### src/rtl/io_port_responder.sv
// ============================================================================
// io_port_responder
//
// Device-side responder for the accumulator CPU's memory-mapped I/O window.
// It sits between the CPU memory bus and an external device that uses
// valid/ready handshakes.
//
//   Inbound  : single-entry holding register, filled by the device and
//              popped by a CPU load from IO_DATA_ADDR.
//   Outbound : OUT_DEPTH-entry FIFO, pushed by a CPU store to IO_DATA_ADDR
//              and drained by the device.
//   Status   : a CPU load from IO_STAT_ADDR returns
//              {4'b0, count[3:0], 3'b0, overflow, underflow,
//               out_empty, out_full, in_full}.
//              A CPU store to IO_STAT_ADDR is write-1-to-clear
//              (WrData[4] clears overflow, WrData[3] clears underflow).
//
// Ports
//   CLK          system clock, rising edge
//   Reset        asynchronous, active-high reset
//   Addr         CPU memory address
//   WrData       CPU store data
//   MemWrite     CPU store strobe
//   MemRead      CPU load strobe (ignored when MemWrite is also high)
//   RdData       registered read data
//   RdHit        registered, high when RdData answers an I/O address
//   ExtInData    device-to-CPU data
//   ExtInValid   device data valid
//   ExtInReady   responder can accept inbound data
//   ExtOutData   CPU-to-device data (FIFO head)
//   ExtOutValid  outbound FIFO non-empty
//   ExtOutReady  device accepts the head entry
//   Irq          (only with IO_IRQ_EN) registered in_full|overflow|underflow
//
// Optional feature: define IO_IRQ_EN to add the registered Irq output.
// ============================================================================
module io_port_responder #(
    parameter logic [15:0] IO_DATA_ADDR = 16'hfffe,
    parameter logic [15:0] IO_STAT_ADDR = 16'hfffc,
    parameter int unsigned OUT_DEPTH    = 4
) (
    input  logic        CLK,
    input  logic        Reset,
    input  logic [15:0] Addr,
    input  logic [15:0] WrData,
    input  logic        MemWrite,
    input  logic        MemRead,
    output logic [15:0] RdData,
    output logic        RdHit,
    input  logic [15:0] ExtInData,
    input  logic        ExtInValid,
    output logic        ExtInReady,
    output logic [15:0] ExtOutData,
    output logic        ExtOutValid,
`ifdef IO_IRQ_EN
    input  logic        ExtOutReady,
    output logic        Irq
`else
    input  logic        ExtOutReady
`endif
);

    localparam int unsigned PW = (OUT_DEPTH > 1) ? $clog2(OUT_DEPTH) : 1;
    localparam int unsigned CW = $clog2(OUT_DEPTH + 1);
    localparam logic [CW-1:0] FULL_COUNT = CW'(OUT_DEPTH);

    // ------------------------------------------------------------------
    // State
    // ------------------------------------------------------------------
    logic          in_full;
    logic [15:0]   in_data;
    logic [15:0]   mem [OUT_DEPTH];
    logic [PW-1:0] wr_ptr;
    logic [PW-1:0] rd_ptr;
    logic [CW-1:0] count;
    logic          overflow;
    logic          underflow;

    // ------------------------------------------------------------------
    // Bus decode
    // ------------------------------------------------------------------
    logic rd_cycle;     // a load that is not overridden by a store
    logic rd_data_sel;
    logic rd_stat_sel;
    logic wr_data_sel;
    logic wr_stat_sel;

    always_comb begin
        rd_cycle    = MemRead && !MemWrite;
        rd_data_sel = rd_cycle && (Addr == IO_DATA_ADDR);
        rd_stat_sel = rd_cycle && (Addr == IO_STAT_ADDR);
        wr_data_sel = MemWrite && (Addr == IO_DATA_ADDR);
        wr_stat_sel = MemWrite && (Addr == IO_STAT_ADDR);
    end

    // ------------------------------------------------------------------
    // Handshakes and FIFO control
    // ------------------------------------------------------------------
    logic out_full;
    logic out_empty;
    logic in_accept;
    logic out_pop;
    logic out_push;
    logic set_overflow;
    logic set_underflow;

    always_comb begin
        out_full      = (count == FULL_COUNT);
        out_empty     = (count == '0);
        ExtInReady    = !in_full;
        ExtOutValid   = !out_empty;
        ExtOutData    = mem[rd_ptr];
        // A pop only happens while in_full, when ExtInReady is low, so an
        // accept can never coincide with a pop of held data.
        in_accept     = ExtInValid && !in_full;
        out_pop       = ExtOutValid && ExtOutReady;
        // A pop in the same cycle frees the slot the push needs.
        out_push      = wr_data_sel && (!out_full || out_pop);
        set_overflow  = wr_data_sel && out_full && !out_pop;
        set_underflow = rd_data_sel && !in_full;
    end

    logic [3:0]  count4;
    logic [15:0] status;

    always_comb begin
        count4 = 4'(count);
        status = {4'b0000, count4, 3'b000, overflow, underflow,
                  out_empty, out_full, in_full};
    end

    // ------------------------------------------------------------------
    // Inbound holding register
    // ------------------------------------------------------------------
    always_ff @(posedge CLK or posedge Reset) begin
        if (Reset) begin
            in_full <= 1'b0;
            in_data <= '0;
        end else if (in_accept) begin
            in_full <= 1'b1;
            in_data <= ExtInData;
        end else if (rd_data_sel) begin
            in_full <= 1'b0;
        end
    end

    // ------------------------------------------------------------------
    // Outbound FIFO
    // ------------------------------------------------------------------
    always_ff @(posedge CLK or posedge Reset) begin
        if (Reset) begin
            for (int unsigned i = 0; i < OUT_DEPTH; i++) begin
                mem[i] <= '0;
            end
            wr_ptr <= '0;
            rd_ptr <= '0;
            count  <= '0;
        end else begin
            if (out_push) begin
                mem[wr_ptr] <= WrData;
                wr_ptr      <= wr_ptr + 1'b1;
            end
            if (out_pop) begin
                rd_ptr <= rd_ptr + 1'b1;
            end
            if (out_push && !out_pop) begin
                count <= count + 1'b1;
            end else if (out_pop && !out_push) begin
                count <= count - 1'b1;
            end
        end
    end

    // ------------------------------------------------------------------
    // Sticky error bits: set takes priority over write-1-to-clear
    // ------------------------------------------------------------------
    always_ff @(posedge CLK or posedge Reset) begin
        if (Reset) begin
            overflow  <= 1'b0;
            underflow <= 1'b0;
        end else begin
            if (set_overflow) begin
                overflow <= 1'b1;
            end else if (wr_stat_sel && WrData[4]) begin
                overflow <= 1'b0;
            end
            if (set_underflow) begin
                underflow <= 1'b1;
            end else if (wr_stat_sel && WrData[3]) begin
                underflow <= 1'b0;
            end
        end
    end

    // ------------------------------------------------------------------
    // Registered read port; non-I/O loads keep the previous RdData
    // ------------------------------------------------------------------
    always_ff @(posedge CLK or posedge Reset) begin
        if (Reset) begin
            RdData <= '0;
            RdHit  <= 1'b0;
        end else if (rd_data_sel) begin
            RdData <= in_full ? in_data : 16'h0000;
            RdHit  <= 1'b1;
        end else if (rd_stat_sel) begin
            RdData <= status;
            RdHit  <= 1'b1;
        end else begin
            RdHit  <= 1'b0;
        end
    end

`ifdef IO_IRQ_EN
    // ------------------------------------------------------------------
    // Interrupt: registered copy of the pending conditions
    // ------------------------------------------------------------------
    always_ff @(posedge CLK or posedge Reset) begin
        if (Reset) begin
            Irq <= 1'b0;
        end else begin
            Irq <= in_full | overflow | underflow;
        end
    end
`endif

endmodule
### config.mk
export PLATFORM = sky130hd
export DESIGN_NAME = io_port_responder
export DESIGN_NICKNAME = d
export VERILOG_FILES = /design/src/rtl/io_port_responder.sv
export SDC_FILE = /design/constraint.sdc
export NUM_CORES = 1
export LEC_CHECK = 0
export BUFFER_PORTS_ARGS = -buffer_cell sky130_fd_sc_hd__buf_2
export CAP_MARGIN = 15
export CORE_UTILIZATION = 55
export DETAILED_ROUTE_END_ITERATION = 7
export PLACE_DENSITY_LB_ADDON = 0.3
export SYNTH_ARGS = -nofsm -noshare
export SYNTH_HDL_FRONTEND = slang
export SYNTH_SLANG_ARGS = --single-unit
export TNS_END_PERCENT = 5
### constraint.sdc
create_clock -name CLK -period 3.79 [get_ports CLK]
set_input_delay 0.1895 -clock CLK [delete_from_list [all_inputs] [get_ports CLK]]
set_output_delay 0.1895 -clock CLK [all_outputs]
set_load 0.02 [all_outputs]
Yosys cells after proc, flatten, opt, wreduce, memory -nomap -nowiden --
Cells that the tools add are included.
Cells by class: bitwise operators 2, equality and inequality tests 3, add/subtract/negate cells 4, reduce and logical (&&, ||, !) cells 29, muxes and demuxes 19, $lt $le $gt $ge 3
Operators by type and width (number):
- 2-to-1 mux 16 bit | 6
- bitwise mux 64 bit | 1
- binary-select mux 16 bit (select 2 bit) | 1
- demux 16 bit (select 2 bit) | 1
- == test 16 bit, second input constant | 2
- logical AND 1 bit | 16
- nonzero test 2 bit | 5
- 2-to-1 mux 1 bit | 8
- greater-or-equal comparator 3 bit, second input constant | 2
- logical NOT 1 bit | 6
- 2-to-1 mux 3 bit | 2
- NOT 2 -> 3 bit | 2
- adder 2 x 1 -> 2 bit, second input constant | 2
- adder 3 x 1 -> 3 bit, second input constant | 1
- == test 3 bit, second input constant | 1
- logical NOT 3 bit | 1
- < comparator 3 x 1 -> 1 bit, second input constant | 1
- subtractor 3 x 1 -> 3 bit, second input constant | 1
- logical OR 1 bit | 1
Word-level totals: bits of input ports 54, bits in registers 107

Depth between registers and ports, before layout --
Gate-level depths: netlist (run 1).
depth in word-level cells 9, depth in mapped cells 10

Worst setup path after synthesis (run 1) --
Ideal clock, no wire load.
path type flip-flop to flip-flop, from reg count[0], to reg count[1], data required time 3.665 ns, setup time 0.125 ns, arrival 2.327 ns, path slack 1.339 ns, cell stages (with the launch flop) 9, buffers on the path 1, cell sequence dfrtp_1 or4b_2 buf_2 inv_1 nor4b_4 ha_1 inv_1 fa_1 mux2_2
Between the ends: cells in the longest elaborated chain, start to end 8, elaborated cells between the ends (all ways) 16, those cells by class add/sub (2); eq/ne (1); mux (2); reduce/logical (11)
Ends and longest elaborated chain:
- from (decl) | RTL line 75 | logic [CW-1:0] count;
- from (signal assigned) | RTL line 167 | count <= count + 1'b1;
- from (signal assigned) | RTL line 169 | count <= count - 1'b1;
- logical NOT 3 bit | RTL line 109 | out_empty = (count == '0);
- logical NOT 1 bit | RTL line 111 | ExtOutValid = !out_empty;
- logical AND 1 bit | RTL line 116 | out_pop = ExtOutValid && ExtOutReady;
- logical OR 1 bit (*) | RTL line 118 | out_push = wr_data_sel && (!out_full || out_pop);
- logical AND 1 bit (*) | RTL line 118
- via out_push | RTL line 103 | logic out_push;
- logical NOT 1 bit | RTL line 168 | end else if (out_pop && !out_push) begin
- logical AND 1 bit | RTL line 168
- nonzero test 2 bit (no line)
Mark *: on every way through the listed nets, which the timed path passes. The rest lies on a longest branch. The select of a mux whose other input is x is not followed. A chain may end at the register's enable or synchronous reset.

Worst setup path in the final report (run 1) --
Same ends and word-level chain as after synthesis.

==> results by group, run 1 <==
Final layout
  – Fill cells: just over 600
  – Commonest non-fill, non-tap cell in the layout: dfrtp_1
  – Syn-to-layout area delta: 16.2%
  – Commonest cells after routing, fill and taps aside: dfrtp_1, buf_2, mux2_2
  – Share of layout cells above drive strength 1: 51.9%
  – Inserted Diodes: 0
  – Post-layout util: 66.9%
  – Final Net Count: approximately 480
  – Final std cells w/o fill: 531

Pwr
  – Sw frac: roughly 27%
  – Net switching power: approximately 650 uW
  – Power density over the cells: between 400 and 500 nW/um^2
  – Leak: ~2.9 nW
  – Overall Power: about 2.4 mW
  – Clock group share of total power: around a third
  – Pint: approximately 1.7 mW
  – Combinational Power Share: about 12%
  – Max IR drop VDD: ~250 uV
  – Sequential Power Share: between 50% and 60%

Detailed routing
  – Wirelength, routed: roughly 9.1 mm
  – Iteration-0 DRC Markers: 98
  – Antenna Violating Nets Remaining: 0
  – Vias: 3016
  – DR WL/cell: 17.2 um
  – DRC viols: 0
  – Vias per inst: between 5 and 6
  – Pre-antenna DRT Iters: 4

Critical path
  – CP max FO: 6
  – Most common cell on crit path: inv_1
  – Critical path cell sequence: or4b_2 > inv_1 > nor4b_4 > ha_1 > inv_1 > fa_1 > mux2_2
  – CP max-delay cell: or4b_2
  – CP delay by family, top: simple AND/OR/NAND/NOR gates
  – Arr. time, crit path: roughly 2.8 ns
  – CP endpoint kind: flop
  – CP Data Required Time: slightly above 4 ns
  – CP startpoint kind: flop
  – WS Path Type: reg -> reg
  – Largest stage delay, worst path: about 0.81 ns
  – WP buf/inv: 2

STA
  – Fmax: approximately 400 MHz
  – Final Max Tran Viols: 0
  – Clock skew: approximately 0.014 ns
  – Final critical-path required period: 2.57 ns
  – RSZ-0062 raised after global routing: false
  – Worst-margin pin slew: approximately 0.85 ns
  – Worst rel slew slack: a little over two fifths
  – Fin crit share: 67.9%
  – Setup TNS Final: 0 ns
  – # setup viols final: 0
  – Hold Vio Cnt, Final: 0

Yosys
  – Ys flop type: dfrtp_1
  – Post-synthesis async set-or-reset flop share: 100%
  – Syn Inst Count: about 330
  – Synth unique cells: 39
  – Post-synthesis cell area: slightly below 5000 sq um
  – Post-synthesis sequential area ratio: 55.7%
  – Post-synth net total: 393
  – Syn avg cell area: ~14 sq um
  – EDFF count, synth: 0
  – FF+latch count, synth: between 100 and 150
  – Warnings from Yosys: 0

Clocking
  – Clk sink count: ~110
  – Hold buffer count at CTS: 0
  – Post-CTS Setup Bufs: 0
  – Clk_lat worst skew: roughly 0.38 ns
  – CTS tree: yes
  – Clock root buffer: clkbuf_8
  – Post-CTS resize count: 0
  – Longest Clk Path Bufs: 2
  – Num CTS Buffers: 9
  – Clk slew on worst S/H paths: 0.11 ns
  – H-tree Lvls: 3

Placement
  – # port buffers: 88
  – GPL Wtd Cong: roughly 0.79
  – Post-DP HPWL: 6.27 mm
  – Placed Cells: just over 500

Hold path
  – Hold WC Path Type: in -> reg

Floorplanning
  – Rows: 33
  – Initial Utilization: between 50% and 60%
  – Num ports: between 80 and 90
  – Core region area: about 8300 sq um
  – Die ar.: just over 9000 sq um
  – Die height: about 95 um
  – Die W: approximately 95 um

Run status
  – Status: complete, no violations

Global routing
  – Gr ovfl total: 0
  – Number of global-route vias before repair: 3169
  – First-pass GRT wire length: 15.2 mm
  – Antenna violations before repair: 0
  – Largest net degree at the start of global routing: 91
  – Total track usage: approximately 22%

Job
  – Max cap viols: 0
flip-flops by register name (all words and copies together), names as in the netlist:
signal / cells
RdHit: 1
overflow: 1
in_data: 16
wr_ptr: 2
count: 3
RdData: 16
mem: 64
underflow: 1
rd_ptr: 2
in_full: 1
metrics by stage:
stage | setup slack, ns | cell area, sq um | hold WS [ns]
after CTS | 1.21 | 5540 | 0.0129
final | 1.22 | 5580 | 0.0325
after detailed placement | 1.23 | 5310 | 0.426
after global placement | 1.28 | 5310 | 0.420
after global routing | 1.11 | 5580 | 0.0140
after floorplan | 0.783 | 4800 | 0.292
cells by family (layout without fill, tap and decap cells):
group,count (synthesis),after routing,synth area share (%)
flip-flops,107,107,55.7
multiplexers,101,101,27.4
AND/OR/NAND/NOR,50,50,7.24
AO/OA/AOI/OAI,39,39,4.25
buffers and inverters,24,117,2.53
adder cells (fa/ha/maj),6,6,1.72
XOR/XNOR,6,6,1.09
area by class of cell:
cell class	count	area [sq um]	area share (%)
Clock buffer	9	124	2.22
Clock inverter	7	109	1.95
Inverter	8	32.5	0.583
Multi-Input combinational cell	202	2000	35.9
Sequential cell	107	2680	48.0
Tap cell	105	131	2.35
Timing Repair Buffer	93	500	8.97
routing by layer:
layer	GRT usage (%)	vias to the layer above	wire [um]
li1	-	1407	-
met1	28.3	1519	4030
met2	37.4	82	4480
met3	6.70	8	507
met4	6.09	0	100
met5	0	-	0
path summary, 6_finish.rpt:
kind	startpoint	end	slack (ns)	cells past startpoint
max	count[0]	count[1]	1.22	7
min	ExtInData[11]	in_data[11]	0.03	2
max reg2reg	count[0]	count[1]	1.22	7
min reg2reg	in_data[9]	in_data[9]	0.51	1
max in group asynchronous	Reset	RdData[1]	2.63	5
min in group asynchronous	Reset	RdData[15]	0.27	3
Yosys cell counts, types with 3 or more instances:
| cell type | instances | area share [%] |
|---|---|---|
| o21ai_0 | 30 | 3.1 |
| nand4_2 | 3 | 0.78 |
| and3_1 | 5 | 0.65 |
| nand2_1 | 10 | 0.78 |
| ha_1 | 5 | 1.3 |
| mux2_2 | 85 | 20 |
| inv_1 | 7 | 0.55 |
| xnor2_1 | 4 | 0.73 |
| nand3_1 | 6 | 0.63 |
| nor2_1 | 7 | 0.55 |
| mux4_2 | 16 | 7.5 |
| a21oi_1 | 6 | 0.63 |
| buf_6 | 3 | 0.70 |
| dfrtp_1 | 107 | 56 |
| clkbuf_1 | 8 | 0.63 |
| nand4_1 | 5 | 0.65 |
| buf_2 | 3 | 0.31 |
power groups by stage:
stage                     Combinational [mW]  Clock (mW)  Sequential [mW]
final                                  0.298       0.791             1.31
after global routing                   0.329       0.854             1.32
after CTS                              0.299       0.815             1.31
after detailed placement               0.298           0             1.33
after global placement                 0.289           0             1.33
after floorplan                        0.277           0             1.24
(Power assumes the default switching activity.)
==> run 2, diff against run 1 <==
==> constraint.sdc (replaced) <==
create_clock -name CLK -period 2.44 [get_ports CLK]
set_input_delay 0.122 -clock CLK [delete_from_list [all_inputs] [get_ports CLK]]
set_output_delay 0.122 -clock CLK [all_outputs]
set_load 0.02 [all_outputs]
==> results by group, run 2 (synthesis gave the netlist of run 1 again) <==
Detailed routing
  – Vias per inst: 5.52 (-2.8%)
  – Pre-antenna DRT Iters: 4 (unchanged)
  – Vias: 3087 (+2.4%)
  – Antenna Violating Nets Remaining: 0 (unchanged)
  – Iteration-0 DRC Markers: 67 (-32%)
  – DR WL/cell: 16.5 um (-4.0%)
  – DRC viols: 0 (unchanged)
  – Wirelength, routed: 9.21 mm (+1.0%)

Global routing
  – Gr ovfl total: 0 (unchanged)
  – Total track usage: 22.0% (-0.33 points)
  – Number of global-route vias before repair: 3227 (+1.8%)
  – Largest net degree at the start of global routing: 44 (-52%)
  – First-pass GRT wire length: 15.0 mm (-1.3%)
  – Antenna violations before repair: 0 (unchanged)

Pwr
  – Power density over the cells: 646 nW/um^2 (+50%)
  – Max IR drop VDD: 332 uV (+32%)
  – Pint: 2.76 mW (+58%)
  – Leak: 3.00 nW (+3.9%)
  – Net switching power: 1.00 mW (+54%)
  – Clock group share of total power: 32.4% (-0.6 points)
  – Sw frac: 26.7% (-0.57 points)
  – Sequential Power Share: 50.5% (-4.0 points)
  – Combinational Power Share: 17.1% (+4.7 points)

Clocking
  – H-tree Lvls: 3 (unchanged)
  – Clk slew on worst S/H paths: 0.10 ns (about the same)
  – Longest Clk Path Bufs: 2 (unchanged)
  – Clock root buffer: clkbuf_8
  – Post-CTS Setup Bufs: 0 (unchanged)
  – CTS tree: yes
  – Num CTS Buffers: 9 (unchanged)
  – Clk_lat worst skew: 0.36 ns (-0.02 ns)
  – Clk sink count: 107 (unchanged)

Critical path
  – Most common cell on crit path: inv_1
  – R2R Setup Slk: 0.11 ns (-1.11 ns)
  – CP max-delay cell: or4b_2
  – Arr. time, crit path: 2.58 ns (-0.26 ns)
  – CP Data Required Time: 2.69 ns (-1.36 ns)
  – WS Path Type: reg -> reg
  – R2R depth: 7 (unchanged)
  – CP endpoint kind: flop
  – Largest stage delay, worst path: 0.68 ns (-0.13 ns)
  – Critical path cell sequence: or4b_2 > inv_1 > nor4b_4 > ha_1 > inv_1 > fa_1 > mux2_2
  – CP max FO: 2 (-4)
  – CP startpoint kind: flop
  – Reg2reg end: count[1]
  – Worst reg2reg startpoint: count[0]

Floorplanning
  – Die ar.: 9110 sq um (unchanged)
  – Die W: 95.5 um (unchanged)
  – Rows: 33 (unchanged)
  – Die height: 95.5 um (unchanged)
  – Core region area: 8340 sq um (unchanged)
  – Num ports: 89 (unchanged)
  – Initial Utilization: 57.6% (unchanged)

STA
  – Worst-margin pin slew: 0.651 ns (-0.200 ns)
  – Hold Vio Cnt, Final: 0 (unchanged)
  – Final critical-path required period: 2.33 ns (-0.244 ns)
  – # setup viols final: 0 (unchanged)
  – Fmax: 430 MHz (+10%)
  – Worst rel slew slack: 56.5% (+13 points)
  – Fin crit share: 95.4% (+28 points)
  – RSZ-0062 raised after global routing: false
  – WHS: 0.0323 ns (-0.000160 ns)
  – Final Max Tran Viols: 0 (unchanged)
  – Setup ws final: 0.112 ns (-1.11 ns)
  – Clock skew: 0.0189 ns (+0.00484 ns)

Placement
  – # port buffers: 88 (unchanged)
  – GPL Wtd Cong: 0.768 (-2.2%)
  – Post-placement setup slack: 0.0328 ns (-1.19 ns)
  – Post-DP HPWL: 6.32 mm (+0.85%)

Final layout
  – Commonest cells after routing, fill and taps aside: dfrtp_1, buf_2, mux2_2
  – Multi-input combinational cell area: 2000 sq um (unchanged)
  – Share of layout cells above drive strength 1: 51.1% (-0.78 points)
  – Commonest non-fill, non-tap cell in the layout: dfrtp_1
  – Final Net Count: 509 (+5.8%)
  – Top flop regs: mem (64), RdData (16), in_data (16)
  – Top reg by flops: mem
  – Fill cells: 622 (+0.65%)
  – Max reg flops: 64 (unchanged)
  – Register area: 2680 sq um (unchanged)
  – Syn-to-layout area delta: 21.2%
  – Inserted Diodes: 0 (unchanged)

Hold path
  – Hold path startpoint: WrData[9]
  – Hold WC Path Type: in -> reg
  – Hold EP: mem[9]
  – Cell count of the worst hold path: 2 (unchanged)

Run status
  – Status: complete, no violations

Job
  – Max cap viols: 0 (unchanged)
[run 2: changes by cell type in the layout (fill, tap and decap cells not counted)]
cell | previous run | this run
buf_12 | 0 | 1
dlygate4sd3_1 | 1 | 18
inv_4 | 1 | 0
buf_16 | 1 | 0
inv_8 | 2 | 1
clkinvlp_4 | 0 | 1
inv_6 | 1 | 2
buf_4 | 3 | 14
[run 2: layout make-up]
cell class                      instances  area share, %
Sequential cell                       107           46.0
Tap cell                              105           2.26
Timing Repair Buffer                  121           12.8
Inverter                                8          0.580
Clock inverter                          7           1.83
Clock buffer                            9           2.13
Multi-Input combinational cell        202           34.4
[run 2: worst max path at each step]
stage                  start       end  slack (ns)
floorplan           count[0]  count[1]       -0.01
global placement     Addr[0]  count[2]        0.07
detailed placement   Addr[0]  count[2]        0.03
CTS                 count[0]  count[1]        0.11
global route        count[0]  count[1]        0.02
finish              count[0]  count[1]        0.11
[run 2: power groups by stage]
stage | Clock (mW) | Sequential, mW | Combinational (mW)
floorplan | 0 | 1.93 | 0.431
global placement | 0 | 1.93 | 0.625
detailed placement | 0 | 1.94 | 0.629
CTS | 1.25 | 1.90 | 0.651
global route | 1.33 | 1.91 | 0.716
finish | 1.22 | 1.90 | 0.643
[run 2: repair_timing]
action / CTS / global route
hold endpoints to repair: 43 / 1
hold buffers: 17 / 1
resized for setup: 0 / 0
[run 2: metal layers]
metal	wire (um)	vias to the layer above	track usage (%)
met5	0	-	0
met4	83	0	6.09
met3	486	8	5.90
met2	4560	86	37.3
met1	4080	1541	27.8
li1	-	1452	-
[run 2: critical path: cells and delay by family, from the launching register on]
| family | cells | cell delay, ns |
|---|---|---|
| simple gates | 2 | 0.75 |
| fa+ha+maj | 2 | 0.61 |
| flops | 1 | 0.39 |
| mux | 1 | 0.26 |
| buf+inv | 2 | 0.21 |
[run 2: through the flow]
| step | util, % | cell area (sq um) | cells | total power, mW | TNS (ns) |
|---|---|---|---|---|---|
| after floorplan | - | 4810 | 333 | 2.36 | -0.0113 |
| after global placement | 64.9 | 5410 | 525 | 2.56 | 0 |
| after detailed placement | 64.9 | 5410 | 525 | 2.56 | 0 |
| after CTS | 69.7 | 5810 | 558 | 3.80 | 0 |
| after global routing | 69.8 | 5820 | 559 | 3.96 | 0 |
| final | 69.8 | 5820 | 559 | 3.76 | 0 |
==> run 3, diff against run 2 <==
--- a/config.mk
+++ b/config.mk
@@ -7,8 +7,9 @@
 export LEC_CHECK = 0
 export BUFFER_PORTS_ARGS = -buffer_cell sky130_fd_sc_hd__buf_2
 export CAP_MARGIN = 15
-export CORE_UTILIZATION = 55
+export CORE_UTILIZATION = 28
 export DETAILED_ROUTE_END_ITERATION = 7
+export GPL_ROUTABILITY_DRIVEN = 1
 export PLACE_DENSITY_LB_ADDON = 0.3
 export SYNTH_ARGS = -nofsm -noshare
 export SYNTH_HDL_FRONTEND = slang
==> results by group, run 3 (synthesis gave the netlist of run 1 again) <==
Run status
  – Status: complete, no violations

Global routing
  – Largest net degree at the start of global routing: 53 (+20%)
  – Gr ovfl total: 0 (unchanged)
  – First-pass GRT wire length: 18.1 mm (+20%)
  – Busiest layer in global routing: met2
  – Met1 GRT Util: 16.2% (-12 points)
  – Met3 usage: 4.14% (-1.8 points)
  – Number of global-route vias before repair: 3363 (+4.2%)
  – Total track usage: 13.3% (-8.7 points)
  – Met2 usage: 22.3% (-15 points)
  – Antenna violations before repair: 2 (+2)

Pwr
  – Clock group share of total power: 35.8% (+3.4 points)
  – Pint: 2.97 mW (+7.7%)
  – Sw frac: 26.2% (-0.44 points)
  – Net switching power: 1.06 mW (+5.3%)
  – Overall Power: 4.02 mW (+7.1%)
  – Sequential Power Share: 47.2% (-3.3 points)
  – Power density over the cells: 664 nW/um^2 (+2.9%)
  – Combinational Power Share: 17.0% (about the same)
  – Max IR drop VDD: 318 uV (-4.1%)
  – Leak: 3.05 nW (+1.6%)

Floorplanning
  – Die W: 133 um (+39%)
  – Rows: 47 (+42%)
  – Initial Utilization: 28.9% (-29 points)
  – Core region area: 16600 sq um (+100%)
  – Die ar.: 17700 sq um (+94%)
  – Num ports: 89 (unchanged)
  – Die height: 133 um (+39%)

Final layout
  – Commonest cells after routing, fill and taps aside: dfrtp_1, buf_2, mux2_2
  – Commonest non-fill, non-tap cell in the layout: dfrtp_1
  – Final Cell Area: 6060 sq um (+4.0%)
  – Inserted Diodes: 0 (unchanged)
  – Max reg flops: 64 (unchanged)
  – Syn-to-layout area delta: 26.1%
  – Final Net Count: 508 (-0.20%)
  – Top flop regs: mem (64), RdData (16), in_data (16)
  – Share of layout cells above drive strength 1: 52.0% (+0.89 points)
  – Fill cells: 1612 (+160%)
  – Top reg by flops: mem

Detailed routing
  – DR WL/cell: 16.1 um (-2.1%)
  – Vias: 3132 (+1.5%)
  – Antenna Violating Nets Remaining: 0 (unchanged)
  – Iteration-0 DRC Markers: 114 (+70%)
  – DRC viols: 0 (unchanged)
  – Wirelength, routed: 10.8 mm (+18%)
  – Vias per inst: 4.66 (-16%)
  – Pre-antenna DRT Iters: 4 (unchanged)

Clocking
  – Clk sink count: 107 (unchanged)
  – Longest Clk Path Bufs: 2 (unchanged)
  – Post-CTS resize count: 0 (unchanged)
  – Clk_lat worst skew: 0.34 ns (-0.02 ns)
  – H-tree Lvls: 3 (unchanged)
  – CTS tree: yes
  – Num CTS Buffers: 9 (unchanged)
  – Clock root buffer: clkbuf_16
  – Clk slew on worst S/H paths: 0.07 ns (-0.03 ns)

Critical path
  – WS Path Type: reg -> reg
  – CP max FO: 2 (unchanged)
  – Critical path cell sequence: or4b_2 > inv_1 > nor4b_4 > ha_1 > inv_1 > fa_1 > mux2_2
  – Largest stage delay, worst path: 0.68 ns (about the same)
  – CP delay by family, top: simple AND/OR/NAND/NOR gates
  – CP max-delay cell: or4b_2
  – Most common cell on crit path: inv_1
  – WP buf/inv: 2 (unchanged)
  – CP Data Required Time: 2.67 ns (-0.02 ns)
  – CP startpoint kind: flop
  – CP endpoint kind: flop
  – Arr. time, crit path: 2.56 ns (-0.02 ns)

STA
  – # setup viols final: 0 (unchanged)
  – Clock skew: 0.00790 ns (-0.0110 ns)
  – RSZ-0062 raised after global routing: false
  – Fmax: 429 MHz (about the same)
  – Worst rel slew slack: 55.1% (-1.4 points)
  – Hold Vio Cnt, Final: 0 (unchanged)
  – WHS: 0.0164 ns (-0.0160 ns)
  – Final critical-path required period: 2.33 ns (+0.00101 ns)
  – Final Max Tran Viols: 0 (unchanged)
  – Fin crit share: 95.5% (about the same)
  – Setup ws final: 0.111 ns (-0.00101 ns)
  – Worst-margin pin slew: 0.672 ns (+0.0210 ns)

Hold path
  – Hold WC Path Type: in -> reg

Job
  – Max cap viols: 0 (unchanged)

Placement
  – GPL Wtd Cong: 0.712 (-7.4%)
  – Post-DP Area: 5640 sq um (+4.1%)
  – Post-DP HPWL: 7.65 mm (+21%)
  – # port buffers: 88 (unchanged)
  – Post-placement setup slack: 0.00275 ns (-0.0300 ns)
run 3: layout make-up:
class | instances | area [sq um] | area share, %
clock buffers | 9 | 225 | 3.72
clock inverters | 6 | 65.1 | 1.07
inverters | 8 | 33.8 | 0.558
multi-input cells | 202 | 2000 | 33.1
flip-flops and latches | 107 | 2680 | 44.2
well taps | 220 | 275 | 4.54
repair buffers | 120 | 776 | 12.8
run 3: repair_timing:
item,4_1_cts,5_1_grt
endpoints found under the hold margin,39,0
hold buffers,13,0
setup endpoints to repair,0,0
buffers inserted,0,0
run 3: final timing paths:
kind,end,depth (start not counted),slack [ns],from
worst max-delay path,count[1],7,0.11,count[0]
worst min-delay path,in_data[11],2,0.02,ExtInData[11]
worst max register to register,count[1],7,0.11,count[0]
worst min register to register,rd_ptr[0],1,0.49,rd_ptr[0]
max in group asynchronous,RdData[3],4,1.24,Reset
min in group asynchronous,mem[29],3,0.42,Reset
run 3: power groups by stage:
stage,Sequential [mW],Combinational [mW],Clock [mW]
after floorplan,1.93,0.431,0
after global placement,1.93,0.673,0
after detailed placement,1.93,0.691,0
after CTS,1.90,0.708,1.50
after global routing,1.91,0.762,1.57
final,1.90,0.684,1.44
run 3: worst reg2reg max path, delay by kind of cell, from the launching register on:
family                   cells  cell delay (ns)
flip-flops                   1             0.38
multiplexers                 1             0.27
adder cells (fa/ha/maj)      2             0.60
buffers and inverters        2             0.21
AND/OR/NAND/NOR              2             0.75
run 3: through the flow:
step	setup TNS (ns)	instances	util [%]
detailed placement	0	644	33.9
global route	0	672	36.4
finish	0	672	36.4
floorplan	-0.0113	333	-
CTS	0	672	36.4
global placement	0	644	33.9
run 3: routing by layer:
| layer | part of all wire, % | routed length, um |
|---|---|---|
| met1 | 45 | 4840 |
| met2 | 49 | 5260 |
| met3 | 5.3 | 576 |
| met4 | 1.2 | 134 |
| met5 | 0.16 | 17 |
